--- config.mk ---
export PLATFORM = sky130hd
export DESIGN_NAME = ntt_stage_scheduler_flat
export DESIGN_NICKNAME = d
export VERILOG_FILES = /design/src/rtl/ntt_stage_scheduler_if.sv /design/src/rtl/ntt_stage_scheduler.sv /design/src/flat_wrapper.sv
export SDC_FILE = /design/constraint.sdc
export NUM_CORES = 1
export LEC_CHECK = 0
export ABC_AREA = 1
export CELL_PAD_IN_SITES_DETAIL_PLACEMENT = 0
export CELL_PAD_IN_SITES_GLOBAL_PLACEMENT = 1
export CORE_MARGIN = 3
export CORE_UTILIZATION = 42
export DETAILED_ROUTE_END_ITERATION = 10
export PLACE_DENSITY = 0.83
export SYNTH_ARGS = -nofsm -noshare
export SYNTH_HDL_FRONTEND = slang
export SYNTH_SLANG_ARGS = --single-unit
export TNS_END_PERCENT = 5
--- constraint.sdc ---
create_clock -name clk -period 2.4 [get_ports clk]
set_input_delay 0.36 -clock clk [delete_from_list [all_inputs] [get_ports clk]]
set_output_delay 0.36 -clock clk [all_outputs]
set_load 0.02 [all_outputs]
--- src/rtl/ntt_stage_scheduler_if.sv ---
// Issue/write-back bus between the NTT stage scheduler and the butterfly datapath.
// NTT_SCHED_HOLD_EN adds the hold input that stalls butterfly issue.
interface ntt_stage_scheduler_if #(
  parameter int unsigned LOG_N = 8
);
  localparam int unsigned SW = (LOG_N > 1) ? $clog2(LOG_N) : 1;

  logic             start;
`ifdef NTT_SCHED_HOLD_EN
  logic             hold;
`endif
  logic             busy;
  logic             done;
  logic [SW-1:0]    stage;
  logic             rdEn;
  logic [LOG_N-1:0] rdAddrA;
  logic [LOG_N-1:0] rdAddrB;
  logic [LOG_N-2:0] twiddleIdx;
  logic             wrEn;
  logic [LOG_N-1:0] wrAddrA;
  logic [LOG_N-1:0] wrAddrB;

  modport master (
`ifdef NTT_SCHED_HOLD_EN
    input  hold,
`endif
    input  start,
    output busy, done, stage,
    output rdEn, rdAddrA, rdAddrB, twiddleIdx,
    output wrEn, wrAddrA, wrAddrB
  );

  modport slave (
`ifdef NTT_SCHED_HOLD_EN
    output hold,
`endif
    output start,
    input  busy, done, stage,
    input  rdEn, rdAddrA, rdAddrB, twiddleIdx,
    input  wrEn, wrAddrA, wrAddrB
  );
endinterface

--- src/rtl/ntt_stage_scheduler.sv ---
// In-place radix-2 NTT sequencer: issues one butterfly per cycle over LOG_N stages,
// drains the modelled datapath between stages. NTT_SCHED_HOLD_EN enables issue hold.
module ntt_stage_scheduler #(
  parameter int unsigned LOG_N  = 8,
  parameter int unsigned BF_LAT = 3
) (
  input logic                   clk,
  input logic                   rst,
  ntt_stage_scheduler_if.master bus
);
  localparam int unsigned SW = (LOG_N > 1) ? $clog2(LOG_N) : 1;
  localparam int unsigned BW = LOG_N - 1;
  localparam int unsigned CW = (BF_LAT > 1) ? $clog2(BF_LAT) : 1;

  localparam logic [1:0] S_IDLE  = 2'd0;
  localparam logic [1:0] S_READ  = 2'd1;
  localparam logic [1:0] S_DRAIN = 2'd2;
  localparam logic [1:0] S_DONE  = 2'd3;

  localparam logic [SW-1:0] LAST_S = SW'(LOG_N - 1);
  localparam logic [BW-1:0] LAST_B = '1;
  localparam logic [CW-1:0] LAST_C = CW'(BF_LAT - 1);

  logic hold_w;
`ifdef NTT_SCHED_HOLD_EN
  assign hold_w = bus.hold;
`else
  assign hold_w = 1'b0;
`endif

  logic [1:0]       state_q, state_d;
  logic [SW-1:0]    s_q, s_d;
  logic [BW-1:0]    b_q, b_d;
  logic [CW-1:0]    cnt_q, cnt_d;
  logic             rd_en_q, rd_en_d;
  logic [LOG_N-1:0] rd_a_q, rd_a_d;
  logic [LOG_N-1:0] rd_b_q, rd_b_d;
  logic [BW-1:0]    tw_q, tw_d;
  logic             busy_q, busy_d;
  logic             done_q, done_d;
  logic [BF_LAT-1:0] dv_q, dv_d;
  logic [LOG_N-1:0] da_q [BF_LAT];
  logic [LOG_N-1:0] da_d [BF_LAT];
  logic [LOG_N-1:0] db_q [BF_LAT];
  logic [LOG_N-1:0] db_d [BF_LAT];

  logic             issue;
  logic [LOG_N-1:0] bx, half, lo, a_lin;

  // b_q/s_q always describe the butterfly on the outputs, so issue decisions use next values.
  always_comb begin
    state_d = state_q;
    s_d     = s_q;
    b_d     = b_q;
    cnt_d   = cnt_q;
    issue   = 1'b0;
    case (state_q)
      S_IDLE: begin
        if (bus.start) begin
          state_d = S_READ;
          s_d     = '0;
          b_d     = '0;
          issue   = 1'b1;
        end
      end
      S_READ: begin
        if (!hold_w) begin
          if (b_q == LAST_B) begin
            state_d = S_DRAIN;
            b_d     = '0;
            cnt_d   = '0;
          end else begin
            b_d   = b_q + BW'(1);
            issue = 1'b1;
          end
        end
      end
      S_DRAIN: begin
        if (cnt_q == LAST_C) begin
          if (s_q != LAST_S) begin
            state_d = S_READ;
            s_d     = s_q + SW'(1);
            issue   = 1'b1;
          end else begin
            state_d = S_DONE;
          end
        end else begin
          cnt_d = cnt_q + CW'(1);
        end
      end
      S_DONE: begin
        state_d = S_IDLE;
        s_d     = '0;
      end
      default: state_d = S_IDLE;
    endcase

    // Insert a zero at bit s of b to form the top operand address.
    bx      = {1'b0, b_d};
    half    = LOG_N'(1) << s_d;
    lo      = bx & (half - LOG_N'(1));
    a_lin   = (((bx >> s_d) << s_d) << 1) | lo;
    rd_en_d = issue;
    rd_a_d  = issue ? a_lin : '0;
    rd_b_d  = issue ? (a_lin | half) : '0;
    tw_d    = issue ? (lo[BW-1:0] << (LAST_S - s_d)) : '0;
    busy_d  = (state_d != S_IDLE);
    done_d  = (state_d == S_DONE);

    dv_d[0] = rd_en_q;
    da_d[0] = rd_a_q;
    db_d[0] = rd_b_q;
    for (int unsigned i = 1; i < BF_LAT; i++) begin
      dv_d[i] = dv_q[i-1];
      da_d[i] = da_q[i-1];
      db_d[i] = db_q[i-1];
    end
  end

  always_ff @(posedge clk or negedge rst) begin
    if (!rst) begin
      state_q <= S_IDLE;
      s_q     <= '0;
      b_q     <= '0;
      cnt_q   <= '0;
      rd_en_q <= 1'b0;
      rd_a_q  <= '0;
      rd_b_q  <= '0;
      tw_q    <= '0;
      busy_q  <= 1'b0;
      done_q  <= 1'b0;
      dv_q    <= '0;
      for (int unsigned i = 0; i < BF_LAT; i++) begin
        da_q[i] <= '0;
        db_q[i] <= '0;
      end
    end else begin
      state_q <= state_d;
      s_q     <= s_d;
      b_q     <= b_d;
      cnt_q   <= cnt_d;
      rd_en_q <= rd_en_d;
      rd_a_q  <= rd_a_d;
      rd_b_q  <= rd_b_d;
      tw_q    <= tw_d;
      busy_q  <= busy_d;
      done_q  <= done_d;
      dv_q    <= dv_d;
      for (int unsigned i = 0; i < BF_LAT; i++) begin
        da_q[i] <= da_d[i];
        db_q[i] <= db_d[i];
      end
    end
  end

  assign bus.busy       = busy_q;
  assign bus.done       = done_q;
  assign bus.stage      = s_q;
  assign bus.rdEn       = rd_en_q;
  assign bus.rdAddrA    = rd_a_q;
  assign bus.rdAddrB    = rd_b_q;
  assign bus.twiddleIdx = tw_q;
  assign bus.wrEn       = dv_q[BF_LAT-1];
  assign bus.wrAddrA    = da_q[BF_LAT-1];
  assign bus.wrAddrB    = db_q[BF_LAT-1];
endmodule

--- src/flat_wrapper.sv ---
// flat-port wrapper written by rule: the top's interface ports become plain ports
module ntt_stage_scheduler_flat 
#(
  parameter int unsigned LOG_N  = 8,
  parameter int unsigned BF_LAT = 3
)
  (clk, rst, bus_start, bus_busy, bus_done, bus_stage, bus_rdEn, bus_rdAddrA, bus_rdAddrB, bus_twiddleIdx, bus_wrEn, bus_wrAddrA, bus_wrAddrB);
  ntt_stage_scheduler_if #(.LOG_N(LOG_N)) bus_i ();
  input logic clk;
  input logic rst;
  input wire logic [$bits(bus_i.start)-1:0] bus_start;
  output wire logic [$bits(bus_i.busy)-1:0] bus_busy;
  output wire logic [$bits(bus_i.done)-1:0] bus_done;
  output wire logic [$bits(bus_i.stage)-1:0] bus_stage;
  output wire logic [$bits(bus_i.rdEn)-1:0] bus_rdEn;
  output wire logic [$bits(bus_i.rdAddrA)-1:0] bus_rdAddrA;
  output wire logic [$bits(bus_i.rdAddrB)-1:0] bus_rdAddrB;
  output wire logic [$bits(bus_i.twiddleIdx)-1:0] bus_twiddleIdx;
  output wire logic [$bits(bus_i.wrEn)-1:0] bus_wrEn;
  output wire logic [$bits(bus_i.wrAddrA)-1:0] bus_wrAddrA;
  output wire logic [$bits(bus_i.wrAddrB)-1:0] bus_wrAddrB;
  assign bus_i.start = bus_start;
  assign bus_busy = bus_i.busy;
  assign bus_done = bus_i.done;
  assign bus_stage = bus_i.stage;
  assign bus_rdEn = bus_i.rdEn;
  assign bus_rdAddrA = bus_i.rdAddrA;
  assign bus_rdAddrB = bus_i.rdAddrB;
  assign bus_twiddleIdx = bus_i.twiddleIdx;
  assign bus_wrEn = bus_i.wrEn;
  assign bus_wrAddrA = bus_i.wrAddrA;
  assign bus_wrAddrB = bus_i.wrAddrB;
  ntt_stage_scheduler #(.LOG_N(LOG_N), .BF_LAT(BF_LAT)) u_core (.clk(clk), .rst(rst), .bus(bus_i));
endmodule
# Word level (Yosys, flattened, before mapping)
# Index checks and enable logic that the tools add are counted.
[totals]
reg_bits = 91
input_bits = 3
out_inout_bits = 46
wordCells = 65
[op_classes]
add_sub_neg = 5
eq_ne = 9
n_shift = 4
muxes = 23
bitwise_logic = 3
reduce_logical = 4
[ops]
columns = ["cell", "count"]
rows = [
  ["7-bit 2-to-1 mux", 3],
  ["8-bit 2-to-1 mux", 2],
  ["8-bit bitwise OR", 2],
  ["7-bit case mux with 2 select lines", 1],
  ["2-bit 2-to-1 mux", 6],
  ["3-bit 2-to-1 mux", 3],
  ["3-bit case mux with 3 select lines", 1],
  ["7-bit by 8-bit AND with 8-bit output", 1],
  ["2-bit equality test (second input constant)", 4],
  ["2-bit case mux with 4 select lines", 1],
  ["1-bit by 3-bit left shift with 8-bit output (first input constant)", 1],
  ["8-bit by 3-bit left shift with 7-bit output", 1],
  ["7-bit by 3-bit right shift with 8-bit output", 1],
  ["8-bit by 1-bit subtractor with 8-bit output (second input constant)", 1],
  ["7-bit by 1-bit adder with 7-bit output (second input constant)", 1],
  ["7-bit equality test (second input constant)", 1],
  ["7-bit by 3-bit left shift with 7-bit output", 1],
  ["1-bit 2-to-1 mux", 4],
  ["2-bit case mux with 2 select lines", 1],
  ["2-bit nonzero test", 2],
  ["3-bit by 1-bit adder with 3-bit output (second input constant)", 1],
  ["3-bit inequality test (second input constant)", 1],
  ["1-bit case mux with 3 select lines", 1],
  ["3-bit AND reduction", 1],
  ["other kinds (6)", 6],
]

# Logic depth before layout (Yosys ltp)
[logic_depth]
word_depth = 10
mapped_depth = 18
mapped_depth_nobuf = 17

# Worst setup path after synthesis
# Ideal clock, no wire load.
[synth_path]
path_kind = "register to register"
start = "reg u_core.state_q[1]"
end = "reg u_core.rd_a_q[3], in the netlist u_core.bus.rdAddrA[3]"
setup_ns = 0.117
arrival_time_ns = 1.881
required_time_ns = 2.283
setup_slack_ns = 0.402
stages_incl_launch_ff = 17
n_path_buf = 2
synth_period_minus_slack_ns = 1.998
cell_sequence = "dfrtp_1 > inv_1 > ha_1 > buf_4 > a21oi_2 > nand2_1 > nand2_1 > buf_4 > nand3_1 > nand2_1 > nand2_1 > nand3_1 > nand3_1 > nand3_1 > nand2_1 > o21ai_1 > inv_1"
[synth_via]
elab_chain_len = 7
word_cells_on_any_way = 14
classes_between = "add/sub: 1; eq/ne: 3; shift: 3; mux: 4; bitwise: 2; reduce/logical: 1"
[synth_lines]
columns = ["element", "line_no", "source"]
rows = [
  ["start: declaration", "ntt_stage_scheduler.sv:31", "logic [1:0] state_q, state_d;"],
  ["start signal: assignment", "ntt_stage_scheduler.sv:138", "state_q <= state_d;"],
  ["2-bit equality test or 2-bit zero test (tied branches)", "ntt_stage_scheduler.sv:57", "case (state_q)"],
  ["3-bit case mux with 3 select lines", "ntt_stage_scheduler.sv:57", ""],
  ["1-bit by 3-bit left shift with 8-bit output", "ntt_stage_scheduler.sv:100", "half = LOG_N'(1) << s_d;"],
  ["8-bit by 1-bit subtractor with 8-bit output", "ntt_stage_scheduler.sv:101", "lo = bx & (half - LOG_N'(1));"],
  ["7-bit by 8-bit AND with 8-bit output", "ntt_stage_scheduler.sv:101", ""],
  ["8-bit bitwise OR", "ntt_stage_scheduler.sv:102", "a_lin = (((bx >> s_d) << s_d) << 1) | lo;"],
  ["8-bit 2-to-1 mux (*)", "ntt_stage_scheduler.sv:104", "rd_a_d = issue ? a_lin : '0;"],
  ["net u_core.rd_a_d[3]", "ntt_stage_scheduler.sv:36", "logic [LOG_N-1:0] rd_a_q, rd_a_d;"],
  ["end signal: assignment", "ntt_stage_scheduler.sv:143", "rd_a_q <= rd_a_d;"],
  ["end: declaration", "ntt_stage_scheduler.sv:36", ""],
]
# The timed path passes the listed nets; every way through them passes the cells marked *.
# A chain may end at the register's enable or synchronous reset.

# Worst setup path after layout
[layout_path]
start = "reg u_core.state_q[0]"
end = "reg u_core.rd_a_q[3], in the netlist u_core.bus.rdAddrA[3]"
# Same word-level chain as after synthesis.

==> flow_summary.yaml <==
outcome:
  status: "completed"
finish:
  fin_nets: 449
  fin_area_sq_um: 4640
  synthToLayoutAreaGrowth_pct: 26.5
  fin_util: 0.556
  drive_gt1_frac: 0.173
  n_fill_cell: 726
  antenna_cells: 0
  stdcell_count: 549
placed_design:
  dp_hpwl_um: 5690
  port_buffers: 48
  placed_area_sq_um: 4350
  place_ws_ps: -36.2
  place_inst: 532
  gp_congestion: 0.918
route:
  first_pass_iters: 5
  wl_per_cell_um: 13.8
  drt-initial-drc-count: 181
  met1Wirelength_um: 3490
  wl_met2_um: 3490
  via_per_inst: 4.87
  ant_nets: 0
  drc: 0
  vias: 2672
  wl_met3_um: 451
  top_layer_used: "met4"
  drt-total-wl_um: 7580
hold_path:
  hold_class: "register to register"
synthesis:
  syn_area_sq_um: 3670
  synth_cell_types: 26
  synth-seq-cells: 91
  synth.avg_cell_area_sq_um: 9.86
  synth_nets: 382
  syn-instance-count: 372
  synth_seq_area_share: 0.621
  yosysWarnings: 0
timing:
  rsz0062_at_grt: "true"
  holdWs_ps: 350
  finalCritPeriodShare: 0.951
  setup_ws_ps: 117
  fmax_ghz: 0.438
  finalHoldViolCount: 0
  layout_min_cycle_time_ps: 2280
  worstMarginPinSlew_ps: 557
  fin_worst_skew_ps: 17.0
  max-slew-margin-rel: 0.629
  final_max_slew_viol_count: 0
  finalSetupViolations: 0
cts:
  cts-buffers-inserted: 9
  clock-sinks: 91
  clk_path_buf_depth: 2
  htreeDepth: 3
  postCtsSetupBuffers: 0
  cts-root-buf: "clkbuf_8"
  insertion_delay_ps: 360
  clk_pin_slew_worst_paths_ps: 100
  cts_tree: "built"
worst_setup_path:
  start_kind: "register"
  crit_type: "register to register"
  cp_num_buf_inv: 5
  worstPathCellList: "inv_2 -> ha_4 -> inv_1 -> nor2_1 -> nand3_1 -> nand2_4 -> inv_2 -> buf_4 -> nand3_1 -> nand4_1 -> nand3_1 -> nand2_1 -> o21ai_1 -> inv_1"
  slowest_delay_ps: 460
  crit_family: "simple AND/OR/NAND/NOR gates"
  cp_data_arrival_time_ps: 2520
  cp-end-kind: "register"
  slowest_stage: "dfrtp_2"
  cpMostUsedCell: "nand3_1"
  cp_max_fo: 10
  cp_data_required_time_ps: 2640
power:
  p_leak_nw: 2.33
  pwr_density_cell_nw_per_um2: 1050
  vdd_drop_max_uv: 391
global_routing:
  grt_pass1_wl_um: 12500
  grt_max_degree: 45
  grt_pass1_vias: 2608
  grt_use_total: 0.164
  overflow: 0
  antenna_found_initial: 0
flow_run:
  maxCapViolCount: 0
floorplan:
  die_w_um: 99.5
  ios: 49
  die_y_um: 99.5
  die_area_sq_um: 9890
  start_util: 0.440
  design.core.area_sq_um: 8340
  rows: 33
## registers in the layout, summed over array words and instances (netlist names)
signal	flops
u_core.bus.twiddleIdx	7
u_core.bus.wrAddrB	8
u_core.bus.rdAddrA	8
u_core.dv_q	3
u_core.b_q	7
u_core.bus.rdAddrB	8
u_core.bus.done	1
u_core.bus.wrAddrA	8
u_core.db_d	16
u_core.cnt_q	2
u_core.bus.stage	3
u_core.da_d	16
u_core.state_q	2
u_core.bus.busy	1
u_core.bus.rdEn	1
## path summary, 6_finish.rpt
path	startpoint	end	slack, ps	depth (start not counted)
setup / recovery	u_core.state_q[0]	u_core.bus.rdAddrA[3]	120	14
hold / removal	u_core.da_d[1]	u_core.bus.wrAddrA[1]	350	0
setup reg to reg	u_core.state_q[0]	u_core.bus.rdAddrA[3]	120	14
min in group asynchronous	rst	u_core.cnt_q[0]	530	2
hold reg to reg	u_core.da_d[1]	u_core.bus.wrAddrA[1]	350	0
max in group asynchronous	rst	u_core.bus.wrAddrA[7]	1250	3
## metrics by stage
step                total power, mW  TNS (ps)
floorplan                      3.20         0
global placement               3.84      -202
detailed placement             3.86     -65.6
CTS                            4.86         0
global route                   5.24      -139
finish                         4.89         0
## cell usage after synthesis
library cell  number  area, sq um
dfrtp_1           91         2280
nand2_1           90          338
nand3_1           39          195
inv_1             33          124
nor2_1            26         97.6
buf_4             20          150
nand4_1           10         62.6
o21ai_0           10         50.1
a21oi_1            7         35.0
ha_1               7         87.6
inv_2              7         26.3
o21ai_1            7         35.0
buf_2              4         20.0
nand2_2            4         25.0
o211ai_1           3         22.5
o21ai_2            3         26.3
nor3_1             2         10.0
a21o_1             1         7.51
a21oi_2            1         8.76
a22oi_1            1         7.51
a31oi_4            1         21.3
nor2_2             1         6.26
nor2_4             1         11.3
o2111ai_1          1         8.76
o21bai_1           1         7.51
o31ai_1            1         7.51
## cell families (layout without fill, tap and decap cells)
kind of cell               after synthesis  after routing  synth area share
adders and majority gates                7              7            0.0239
buffers and inverters                   64            136            0.0873
AOI/OAI and AO/OA                       37             37            0.0648
DFF                                     91             91             0.621
and+or+nand+nor                        173            173             0.203
## cell usage in the layout (no fill, tap or decap), drive strengths merged
cell	n
a21o	1
a21oi	8
a22oi	1
a31oi	1
buf	32
clkbuf	9
clkdlybuf4s50	47
clkinv	3
dfrtp	91
dlygate4sd3	1
ha	7
inv	44
nand2	94
nand3	39
nand4	10
nor2	28
nor3	2
o2111ai	1
o211ai	3
o21ai	20
o21bai	1
o31ai	1
## report_power, final
| group | switching, mW | leakage (nW) | internal [mW] | total [mW] |
|---|---|---|---|---|
| clock | 0.581 | 0.101 | 0.410 | 0.991 |
| combinational | 1.05 | 1.03 | 0.739 | 1.79 |
| sequential | 0.184 | 1.20 | 1.93 | 2.12 |
| total | 1.81 | 2.33 | 3.08 | 4.89 |
## cell type report
| class | instances | area [sq um] | share of cell area |
|---|---|---|---|
| clock buffers | 9 | 124 | 0.0267 |
| inverters | 40 | 155 | 0.0334 |
| multi-input cells | 217 | 1140 | 0.245 |
| flip-flops and latches | 91 | 2280 | 0.491 |
| repair buffers | 80 | 737 | 0.159 |
| clock inverters | 7 | 73.8 | 0.0159 |
| well taps | 105 | 131 | 0.0283 |
## routing by layer
metal  vias up  global-route usage
li1       1327                   -
met1      1247               0.225
met2        86               0.243
met3        12              0.0372
met4         0              0.0872
met5         -                   0
## repair_timing
item,4_1_cts,5_1_grt
hold endpoints to repair,1,0
pin swaps,0,1
setup endpoints to repair,3,20
hold buffers,1,0
gates resized for setup,1,19
Note: power is estimated with default switching activity, not from simulation.
==> edit, RTL diff (same settings) <==
`b_q` and `tw_q` no longer have a reset.
--- a/src/rtl/ntt_stage_scheduler.sv
+++ b/src/rtl/ntt_stage_scheduler.sv
@@ -123,3 +123,2 @@
       s_q     <= '0;
-      b_q     <= '0;
       cnt_q   <= '0;
@@ -128,3 +127,2 @@
       rd_b_q  <= '0;
-      tw_q    <= '0;
       busy_q  <= 1'b0;
@@ -139,3 +137,2 @@
       s_q     <= s_d;
-      b_q     <= b_d;
       cnt_q   <= cnt_d;
@@ -144,3 +141,2 @@
       rd_b_q  <= rd_b_d;
-      tw_q    <= tw_d;
       busy_q  <= busy_d;
@@ -153,2 +149,7 @@
     end
+  end
+
+  always_ff @(posedge clk) begin
+    b_q  <= b_d;
+    tw_q <= tw_d;
   end
Formal check against the unedited RTL: no difference found for any inputs over 10 cycles, from zero or initial values and one cycle with rst low; that may be too few to reach the edited logic, so the function may still have changed.
==> edit against the unedited design <==
Area after synthesis grew 4.2%; fmax shrank 1.4%; utilization grew 2.9 points; design area grew 11%; sequential cell count is the same; synthesized cell count grew 8.9%; wire length grew 15%; setup slack lost 0.031 ns; highest routed layer unchanged.
Power is not compared: it rests on default switching activity, and its combinational part moved more than twofold at a synthesized area within 25%.
==> edit: results (changes against the unedited design) <==
| Metric | Value |
|---|---|
| Synthesis Warnings | `0 (unchanged)` |
| Post-DP HPWL | `6250 µm (was 5690 µm)` |
| Max FO, Critical Path | `5 (was 10)` |
| Layout Skew | `0.0105 ns (was 0.0170 ns)` |
| Mapped Nets | `416 (was 382)` |
| Worst-skew pair later-pin latency | `0.35 ns` |
| CTS max path bufs | `2 (unchanged)` |
| First-pass GRT wire length | `13,500 µm (was 12,500 µm)` |
| Max VDD drop | `0.302 mV` |
| Iter 0 DRT Violations | `167 (was 181)` |
| Synth unique cells | `36 (was 26)` |
| WL/cell | `14.3 µm (was 13.8 µm)` |
| Placed cells | `580 (was 532)` |
| GR Util All Layers | `16.8% (was 16.4%)` |
| Post-synth top cells | `nand2_1 (112), dfrtp_1 (77), inv_1 (35) (was dfrtp_1 (91), nand2_1 (90), nand3_1 (39))` |
| Hold WC Path Type | `in -> async (was reg -> reg)` |
| Pre-Repair DR Iteration Count | `4 (was 5)` |
| Clock-pin slew on the worst setup and hold paths | `0.10 ns (about the same)` |
| Synth area leaders | `dfrtp_1 (50%), nand2_1 (11%), dfxtp_1 (7.3%) (was dfrtp_1 (62%), nand2_1 (9.2%), nand3_1 (5.3%))` |
| Run status | `finished, final reports clean (unchanged)` |
| Slew HR | `39.6% (was 62.9%)` |
| Synth async-reset ratio | `84.6% (was 100%)` |
| Sequential area share after synthesis | `57.7% (was 62.1%)` |
| Fraction of layout cells with a size suffix above 1 | `30.5% (was 17.3%)` |
| R2r worst-path depth | `18 (was 14)` |
| Initial antenna violation count | `0 (unchanged)` |
| Filler cells | `767 (was 726)` |
| Vias in the first global route | `2,768 (was 2,608)` |
| Setup crit end | `u_core.bus.rdAddrB[5] (was u_core.bus.rdAddrA[3])` |
| GPL Wtd Cong | `0.960 (was 0.918)` |
| Setup Viol. Count Final | `0 (unchanged)` |
| Worst Setup SP | `u_core.bus.stage[0] (was u_core.state_q[0])` |
| Num CTS Buffers | `9 (unchanged)` |
| Fin nets | `508 (was 449)` |
| Largest net degree at the start of global routing | `78 (was 45)` |
| CP max-delay cell | `dfrtp_1 (was dfrtp_2)` |
| Worst path max stage delay | `0.42 ns (was 0.46 ns)` |
| R2R setup slack | `0.09 ns (was 0.12 ns)` |
| Cells after Synth | `405 (was 372)` |
| Final non-filler cell total | `610 (was 549)` |
| Vias | `2,948 (was 2,672)` |
| Port Buffers | `48 (unchanged)` |
==> edit: cell families after synthesis <==
| kind of cell | Yosys count | share of synthesized area, % |
|---|---|---|
| AOI/OAI and AO/OA | 41 | 6.87 |
| DFF | 91 | 57.7 |
| adders and majority gates | 8 | 2.62 |
| and+or+nand+nor | 194 | 23.2 |
| buffers and inverters | 71 | 9.62 |
==> edit: worst max-delay path: cells and delay by family, from the launching register on <==
kind                     cells  cell delay (ns)
buffers and inverters        2             0.24
AND/OR/NAND/NOR             15             1.32
flip-flops                   1             0.42
adder cells (fa/ha/maj)      1             0.21
==> edit: repair_timing <==
action	4_1_cts	5_1_grt
pin swaps	0	12
gates resized for setup	3	54
buffers inserted	1	12
gates cloned	0	1
setup endpoints to repair	8	19
hold endpoints to repair	0	0
==> edit: worst min-delay path by stage <==
stage	to	cells past startpoint
floorplan	u_core.bus.busy	0
global placement	u_core.db_d[1]	0
detailed placement	u_core.bus.wrAddrA[2]	0
CTS	u_core.bus.done	1
global route	u_core.bus.done	1
finish	u_core.bus.done	1
==> edit: per-stage QoR <==
| step | cell area, µm² | setup WS (ns) | power (W) | hold WS (ns) |
|---|---|---|---|---|
| 2_1_floorplan | 3830 | 0.00286 | 0.00156 | 0.0644 |
| 3_3_place_gp | 4580 | -0.128 | 0.00159 | 0.331 |
| 3_5_place_dp | 4580 | -0.193 | 0.00159 | 0.335 |
| 4_1_cts | 4810 | -0.0228 | 0.00259 | 0.160 |
| 5_1_grt | 5130 | -0.0875 | 0.00266 | 0.194 |
| 6_report | 5130 | 0.0861 | 0.00256 | 0.128 |
==> edit: final cells by class <==
class	count	area, µm²	area share [%]
Multi-Input combinational cell	243	1430	28.0
Sequential cell	91	2210	43.0
Clock buffer	9	124	2.41
Tap cell	108	135	2.63
Timing Repair Buffer	107	973	19.0
Inverter	45	174	3.39
Clock inverter	7	81.3	1.59
==> edit: per-layer routing <==
layer	vias up	global-route usage (%)	routed length [µm]
met5	-	0	0
met4	0	5.42	144
met3	12	3.24	435
met2	90	26.3	4200
met1	1393	23.6	3970
li1	1453	-	-
==> edit: power by group <==
part | switching (W) | internal (W) | total (W)
Sequential | 0 | 0.00153 | 0.00153
Clock | 0.000585 | 0.000415 | 0.00100
Combinational | 0.0000241 | 0.00000259 | 0.0000267
Total | 0.000609 | 0.00195 | 0.00256
